<file path="config.mk">
export PLATFORM = sky130hd
export DESIGN_NAME = tmr_scrub_regfile
export DESIGN_NICKNAME = d
export VERILOG_FILES = /design/src/rtl/tmr_pkg.sv /design/src/rtl/tmr_maj3.sv /design/src/rtl/tmr_scrub_regfile.sv
export SDC_FILE = /design/constraint.sdc
export NUM_CORES = 2
export LEC_CHECK = 0
export BUFFER_PORTS_ARGS = -buffer_cell sky130_fd_sc_hd__buf_2
export CAP_MARGIN = 20
export CORE_AREA = 2 2 321 259
export DETAILED_ROUTE_END_ITERATION = 16
export DIE_AREA = 0 0 323 261
export GPL_ROUTABILITY_DRIVEN = 0
export HOLD_SLACK_MARGIN = 0.15
export PLACE_DENSITY = 0.87
export SETUP_SLACK_MARGIN = 0.3
export SLEW_MARGIN = 10
export SYNTH_ARGS = -nofsm -noshare
export SYNTH_HDL_FRONTEND = slang
export SYNTH_HIERARCHICAL = 1
export SYNTH_SLANG_ARGS = --single-unit
</file>
<file path="constraint.sdc">
create_clock -name clk -period 18.7 [get_ports clk]
set_input_delay 3.74 -clock clk [delete_from_list [all_inputs] [get_ports clk]]
set_output_delay 3.74 -clock clk [all_outputs]
set_load 0.01 [all_outputs]
</file>
<file path="src/rtl/tmr_pkg.sv">
// Shared encodings for the triplicated register file: scrub FSM states and
// the copy-select codes used by the fault-injection hook.
package tmr_pkg;

    typedef enum logic [1:0] {
        S_IDLE = 2'd0,
        S_WAIT = 2'd1,
        S_READ = 2'd2,
        S_FIX  = 2'd3
    } scrub_state_t;

    typedef enum logic [1:0] {
        INJ_A    = 2'd0,
        INJ_B    = 2'd1,
        INJ_C    = 2'd2,
        INJ_NONE = 2'd3
    } inj_sel_t;

endpackage

</file>
<file path="src/rtl/tmr_maj3.sv">
// Bitwise 2-of-3 majority of three equal-width words, purely combinational.
module tmr_maj3 #(
    parameter int WIDTH = 16
) (
    input  logic [WIDTH-1:0] a,
    input  logic [WIDTH-1:0] b,
    input  logic [WIDTH-1:0] c,
    output logic [WIDTH-1:0] y
);

    assign y = (a & b) | (b & c) | (a & c);

endmodule

</file>
<file path="src/rtl/tmr_scrub_regfile.sv">
// Triplicated register file with registered raw/voted read ports and a
// background scrubber that rewrites disagreeing words with their majority.
module tmr_scrub_regfile
    import tmr_pkg::*;
#(
    parameter int WIDTH     = 16,
    parameter int AWIDTH    = 4,
    parameter int SCRUB_DIV = 8,
    parameter int ECNT_W    = 8
) (
    input  logic              clk,
    input  logic              rst_n,
    input  logic              we,
    input  logic [AWIDTH-1:0] waddr,
    input  logic [WIDTH-1:0]  wdata,
    input  logic              inj_en,
    input  logic [1:0]        inj_sel,
    input  logic [WIDTH-1:0]  inj_mask,
    input  logic [AWIDTH-1:0] raddr,
    output logic [WIDTH-1:0]  rdata_a,
    output logic [WIDTH-1:0]  rdata_b,
    output logic [WIDTH-1:0]  rdata_c,
    output logic [WIDTH-1:0]  rdata_v,
    input  logic              scrub_en,
    output logic              busy,
    output logic              seu_flag,
    output logic [AWIDTH-1:0] seu_addr,
    output logic [ECNT_W-1:0] seu_cnt,
    input  logic              cnt_clr
);

    localparam int DEPTH = 2 ** AWIDTH;
    localparam int DIV_W = (SCRUB_DIV > 1) ? $clog2(SCRUB_DIV) : 1;

    logic [WIDTH-1:0] mem_a [DEPTH];
    logic [WIDTH-1:0] mem_b [DEPTH];
    logic [WIDTH-1:0] mem_c [DEPTH];

    scrub_state_t      state, state_nxt;
    logic [DIV_W-1:0]  div_cnt;
    logic [AWIDTH-1:0] scrub_addr;
    logic [WIDTH-1:0]  snap_a, snap_b, snap_c;

    logic load_div, dec_div, snap_en, fix_commit, fix_write, mismatch;
    logic inj_a, inj_b, inj_c, fwd_hit;
    logic [WIDTH-1:0] wr_a, wr_b, wr_c;
    logic [WIDTH-1:0] vote_rd, vote_scrub;

    assign inj_a = inj_en && (inj_sel == INJ_A);
    assign inj_b = inj_en && (inj_sel == INJ_B);
    assign inj_c = inj_en && (inj_sel == INJ_C);
    assign wr_a  = inj_a ? (wdata ^ inj_mask) : wdata;
    assign wr_b  = inj_b ? (wdata ^ inj_mask) : wdata;
    assign wr_c  = inj_c ? (wdata ^ inj_mask) : wdata;

    // A user write landing on the scrub address during READ is forwarded into
    // the snapshot, so FIX always judges the data the array really holds.
    assign fwd_hit = we && (waddr == scrub_addr);

    tmr_maj3 #(.WIDTH(WIDTH)) u_maj_rd (
        .a(mem_a[raddr]),
        .b(mem_b[raddr]),
        .c(mem_c[raddr]),
        .y(vote_rd)
    );

    tmr_maj3 #(.WIDTH(WIDTH)) u_maj_scrub (
        .a(snap_a),
        .b(snap_b),
        .c(snap_c),
        .y(vote_scrub)
    );

    assign mismatch  = (snap_a != snap_b) || (snap_b != snap_c);
    assign fix_write = fix_commit && mismatch;
    assign busy      = (state != S_IDLE);

    always_comb begin
        state_nxt  = state;
        load_div   = 1'b0;
        dec_div    = 1'b0;
        snap_en    = 1'b0;
        fix_commit = 1'b0;
        case (state)
            S_IDLE: begin
                if (scrub_en) begin
                    state_nxt = S_WAIT;
                    load_div  = 1'b1;
                end
            end
            S_WAIT: begin
                if (!scrub_en) begin
                    state_nxt = S_IDLE;
                end else if (div_cnt == '0) begin
                    state_nxt = S_READ;
                end else begin
                    dec_div = 1'b1;
                end
            end
            S_READ: begin
                if (!scrub_en) begin
                    state_nxt = S_IDLE;
                end else begin
                    snap_en   = 1'b1;
                    state_nxt = S_FIX;
                end
            end
            S_FIX: begin
                // A concurrent user write makes the snapshot untrustworthy: re-read.
                if (we) begin
                    state_nxt = S_READ;
                end else begin
                    fix_commit = 1'b1;
                    if (scrub_en) begin
                        state_nxt = S_WAIT;
                        load_div  = 1'b1;
                    end else begin
                        state_nxt = S_IDLE;
                    end
                end
            end
            default: state_nxt = S_IDLE;
        endcase
    end

    always_ff @(posedge clk) begin
        if (!rst_n) begin
            state      <= S_IDLE;
            div_cnt    <= '0;
            scrub_addr <= '0;
            snap_a     <= '0;
            snap_b     <= '0;
            snap_c     <= '0;
        end else begin
            state <= state_nxt;
            if (load_div) begin
                div_cnt <= DIV_W'(SCRUB_DIV - 1);
            end else if (dec_div) begin
                div_cnt <= div_cnt - DIV_W'(1);
            end
            if (snap_en) begin
                snap_a <= fwd_hit ? wr_a : mem_a[scrub_addr];
                snap_b <= fwd_hit ? wr_b : mem_b[scrub_addr];
                snap_c <= fwd_hit ? wr_c : mem_c[scrub_addr];
            end
            if (fix_commit) begin
                scrub_addr <= scrub_addr + AWIDTH'(1);
            end
        end
    end

    always_ff @(posedge clk) begin
        if (!rst_n) begin
            for (int i = 0; i < DEPTH; i++) begin
                mem_a[i] <= '0;
                mem_b[i] <= '0;
                mem_c[i] <= '0;
            end
        end else if (we) begin
            mem_a[waddr] <= wr_a;
            mem_b[waddr] <= wr_b;
            mem_c[waddr] <= wr_c;
        end else if (fix_write) begin
            mem_a[scrub_addr] <= vote_scrub;
            mem_b[scrub_addr] <= vote_scrub;
            mem_c[scrub_addr] <= vote_scrub;
        end
    end

    // Registered read port plus SEU reporting; clear and correction in the
    // same cycle leaves a count of exactly one.
    always_ff @(posedge clk) begin
        if (!rst_n) begin
            rdata_a  <= '0;
            rdata_b  <= '0;
            rdata_c  <= '0;
            rdata_v  <= '0;
            seu_flag <= 1'b0;
            seu_addr <= '0;
            seu_cnt  <= '0;
        end else begin
            rdata_a  <= mem_a[raddr];
            rdata_b  <= mem_b[raddr];
            rdata_c  <= mem_c[raddr];
            rdata_v  <= vote_rd;
            seu_flag <= fix_write;
            if (fix_write) begin
                seu_addr <= scrub_addr;
                if (cnt_clr) begin
                    seu_cnt <= ECNT_W'(1);
                end else if (seu_cnt != {ECNT_W{1'b1}}) begin
                    seu_cnt <= seu_cnt + ECNT_W'(1);
                end
            end else if (cnt_clr) begin
                seu_cnt <= '0;
            end
        end
    end

endmodule

</file>
==> results.md <==
* Cts bufs inserted at 86
* Static Leak at 15.61 nW
* Post-CTS sizing at 0
* Critical Path Source Type: primary input
* Total gr overflow at 0
* Post-DP HPWL at 82220 um
* Synth unique cells at 50
* CTS tree: built
* Most used cell, CP: buf_4
* Syn Nets at 3209
* Sw Ratio at 0.2580
* Asr flop ratio synth at 0
* Initial Util at 0.5746
* Share of cells above drive strength 1 at 0.2909
* Fin worst setup slack at 10.74 ns
* Area growth syn-to-layout at 8.420%
* Clock sinks at 902
* Post-synth EDFFs at 768
* Min-Delay Path Class: flop to flop
* DIE AREA at 0.08430 sq mm
* First-pass GRT wire length at 216100 um
* CTS H-tree lvls at 3
* Root Driver: clkbuf_16
* Logic pwr share at 0.119
* Max Fclk at 125.7 MHz
* Slew HR at 0.1522
* Routed Antenna Nets at 0
* WS Path Type: primary input to flop
* Post-CTS Setup Repair Bufs at 0
* Setup crit start: we
* Family with the most delay on the worst path: buffers and inverters
* Row Count at 94
* Endpoints failing setup at 0
* Syn avg cell area at 14.84 sq um
* Number of global-route vias before repair at 32690
* Tightest Pin Transition at 1.272 ns
* Sequential area share after synthesis at 0.5505
* Seq pwr share at 0.509
* Max-cap violations at 0
* Worst skew pair latency at 0.68 ns
* Dpl ws at 10.31 ns
* Nets at 3114
* Critical Path AT at 8.21 ns
* CP Capture Type: flop
* Core box area at 0.08139 sq mm
* Largest net degree at the start of global routing at 164
* IO buf count at 125
* CP max-delay cell: mux2i_4
* Detailed Route WL at 148200 um
* Die Height at 261 um
* Worst Clk Skew at 0.03219 ns
* Slowest Stage Delay on Critical Path at 1.00 ns
* Slew Limit Fails at 0
* Clk pin slew, worst setup/hold paths at 0.06 ns
* # hold bufs at CTS at 0
* Hold Crit Start: seu_cnt[5]$_SDFFE_PN0P_
* Status: finished, final reports clean
* CP Buf/Inv Count at 4
* Drt pass-1 iters at 8
* Chip width at 323 um
* Max Root-Sink Buffers at 3
* Unrepaired setup endpoints after global routing: false
* Synth Warn # at 6
* Vias/cell at 7.726
* Main synth FF type: edfxtp_1
* Via count at 32800
* P_sw at 1.201 mW
* CP max FO at 48
* WL/cell at 34.91 um
* Clock share of power at 0.373
* Pwr Density at 91.78 mW/mm^2
* Post-synthesis register bit count at 902
* Cell count after synthesis at 3152
* GRT Resource Usage Total at 0.3538
* Post-Route Setup TNS at 0 ns
* DR DRC count at 0
* Initial antenna violation count at 27
* Final hold violation count at 0
* VDD IR-drop max at 75.11 uV
* Worst r2r src: snap_c[1]$_SDFFE_PN0P_
* DRT iter0 DRCs at 6595
* WP data required at 18.95 ns
* Top Ports at 126
* Cell area after synthesis at 0.04676 sq mm
* Period utilisation layout at 0.4255
* Crit-path cells: buf_2 -> nor2b_1 -> o311a_4 -> mux2i_4 -> buf_4 -> buf_4 -> o21ai_4 -> buf_4
* Cell-internal power at 3.453 mW
* Fin crit period at 7.956 ns
-- state kept, by name (all words and copies together), names as in the netlist --
signal      cells
div_cnt         3
mem_c         256
seu_addr        4
snap_a         16
seu_flag        1
state           2
rdata_a        16
rdata_v        16
scrub_addr      4
rdata_b        16
mem_b         256
seu_cnt         8
snap_b         16
mem_a         256
snap_c         16
rdata_c        16
-- placed cells by master (no fill, tap or decap), drive strengths merged, types with 13 or more instances in the layout --
master | netlist | layout
and2 | 64 | 64
a22oi | 51 | 51
mux2i | 58 | 58
mux4 | 480 | 480
clkinv | 0 | 30
xnor2 | 53 | 53
nor2 | 16 | 16
xor2 | 29 | 29
nor3 | 775 | 775
clkbuf | 181 | 127
edfxtp | 768 | 768
o21ai | 21 | 21
inv | 59 | 60
buf | 194 | 191
diode | 0 | 13
maj3 | 32 | 32
nand2 | 109 | 109
o221ai | 48 | 48
dfxtp | 134 | 134
-- metrics by stage --
stage	total power [mW]	utilization	cell area [sq um]	cells	hold slack (ns)
floorplan	2.729	-	46760	3152	0.4692
global placement	2.894	0.5876	47830	4069	0.4672
detailed placement	2.921	0.5876	47830	4069	0.4766
CTS	4.617	0.6213	50570	4228	0.4859
global route	4.738	0.6226	50680	4235	0.5191
finish	4.653	0.6230	50700	4245	0.4825
-- power groups by stage --
stage	registers, mW	logic (mW)	clock network [mW]
floorplan	2.39	0.337	0
global placement	2.39	0.507	0
detailed placement	2.40	0.520	0
CTS	2.36	0.527	1.73
global route	2.38	0.561	1.80
finish	2.37	0.552	1.74
-- synthesized netlist by cell type (all sizes together) (2+ instances only) --
cell type | number | area share
nand2 | 109 | 0.0087
nand4 | 2 | 0.00027
maj3 | 32 | 0.0077
nor2b | 7 | 0.00094
o221ai | 48 | 0.0090
a21oi | 12 | 0.0013
o21ai | 21 | 0.0022
o21bai | 2 | 0.00032
xnor2 | 53 | 0.0099
and3 | 7 | 0.00094
nand2b | 3 | 0.00040
clkbuf | 181 | 0.015
a22oi | 51 | 0.0088
a41o | 2 | 0.00043
edfxtp | 768 | 0.49
nor2 | 16 | 0.0013
nor3 | 775 | 0.083
buf | 194 | 0.024
ha | 9 | 0.0024
mux2i | 58 | 0.018
and3b | 2 | 0.00037
inv | 59 | 0.0047
nor4 | 7 | 0.00094
or3 | 3 | 0.00040
mux4 | 480 | 0.23
nand3 | 9 | 0.00096
dfxtp | 134 | 0.057
xor2 | 29 | 0.0054
a32oi | 2 | 0.00070
and2 | 64 | 0.0086
-- path summary, 6_finish.rpt --
path / endpoint / cells after the start / slack [ns]
worst max register to register: mem_b[0][1]$_SDFFCE_PN0P_ / 9 / 13.00
worst min register to register: seu_cnt[5]$_SDFFE_PN0P_ / 2 / 0.48
worst min-delay path: seu_cnt[5]$_SDFFE_PN0P_ / 2 / 0.48
worst max-delay path: mem_b[0][1]$_SDFFCE_PN0P_ / 8 / 10.74
-- worst reg2reg max path, cell delays in order (launching register included) --
cell and delay, ns:
dfxtp_1 0.35, or3_1 0.38, a22oi_1 0.44, nand4_1 0.47, o311a_4 0.72, mux2i_4 0.99, buf_4 0.65, buf_4 0.61
o21ai_4 0.11, buf_4 0.52
-- area by class of cell --
type / instances / area, sq um
diodes: 13 / 32.53
flip-flops and latches: 902 / 25760
fillers: 5531 / 30690
inverters: 59 / 221.5
multi-input cells: 1816 / 19280
clock inverters: 33 / 275.3
well taps: 1104 / 1381
repair buffers: 192 / 1290
clock buffers: 126 / 2464
-- layer usage --
metal / global-route usage / vias up / share of wire / wire length [um]
met3: 0.1667 / 782 / 0.19 / 28270
met5: 0 / - / 0.0013 / 190
met2: 0.5094 / 3485 / 0.43 / 64360
li1: - / 12470 / - / -
met4: 0.1842 / 30 / 0.062 / 9203
met1: 0.4505 / 16030 / 0.31 / 46170
-- cell families after synthesis --
group,Yosys count,synth area share
AO/OA/AOI/OAI,148,0.02448
XOR/XNOR,82,0.01536
adder cells (fa/ha/maj),41,0.01011
buffers and inverters,434,0.04321
flip-flops,902,0.5505
multiplexers,539,0.2492
AND/OR/NAND/NOR,1006,0.1071
Note: power is estimated with default switching activity, not from simulation.
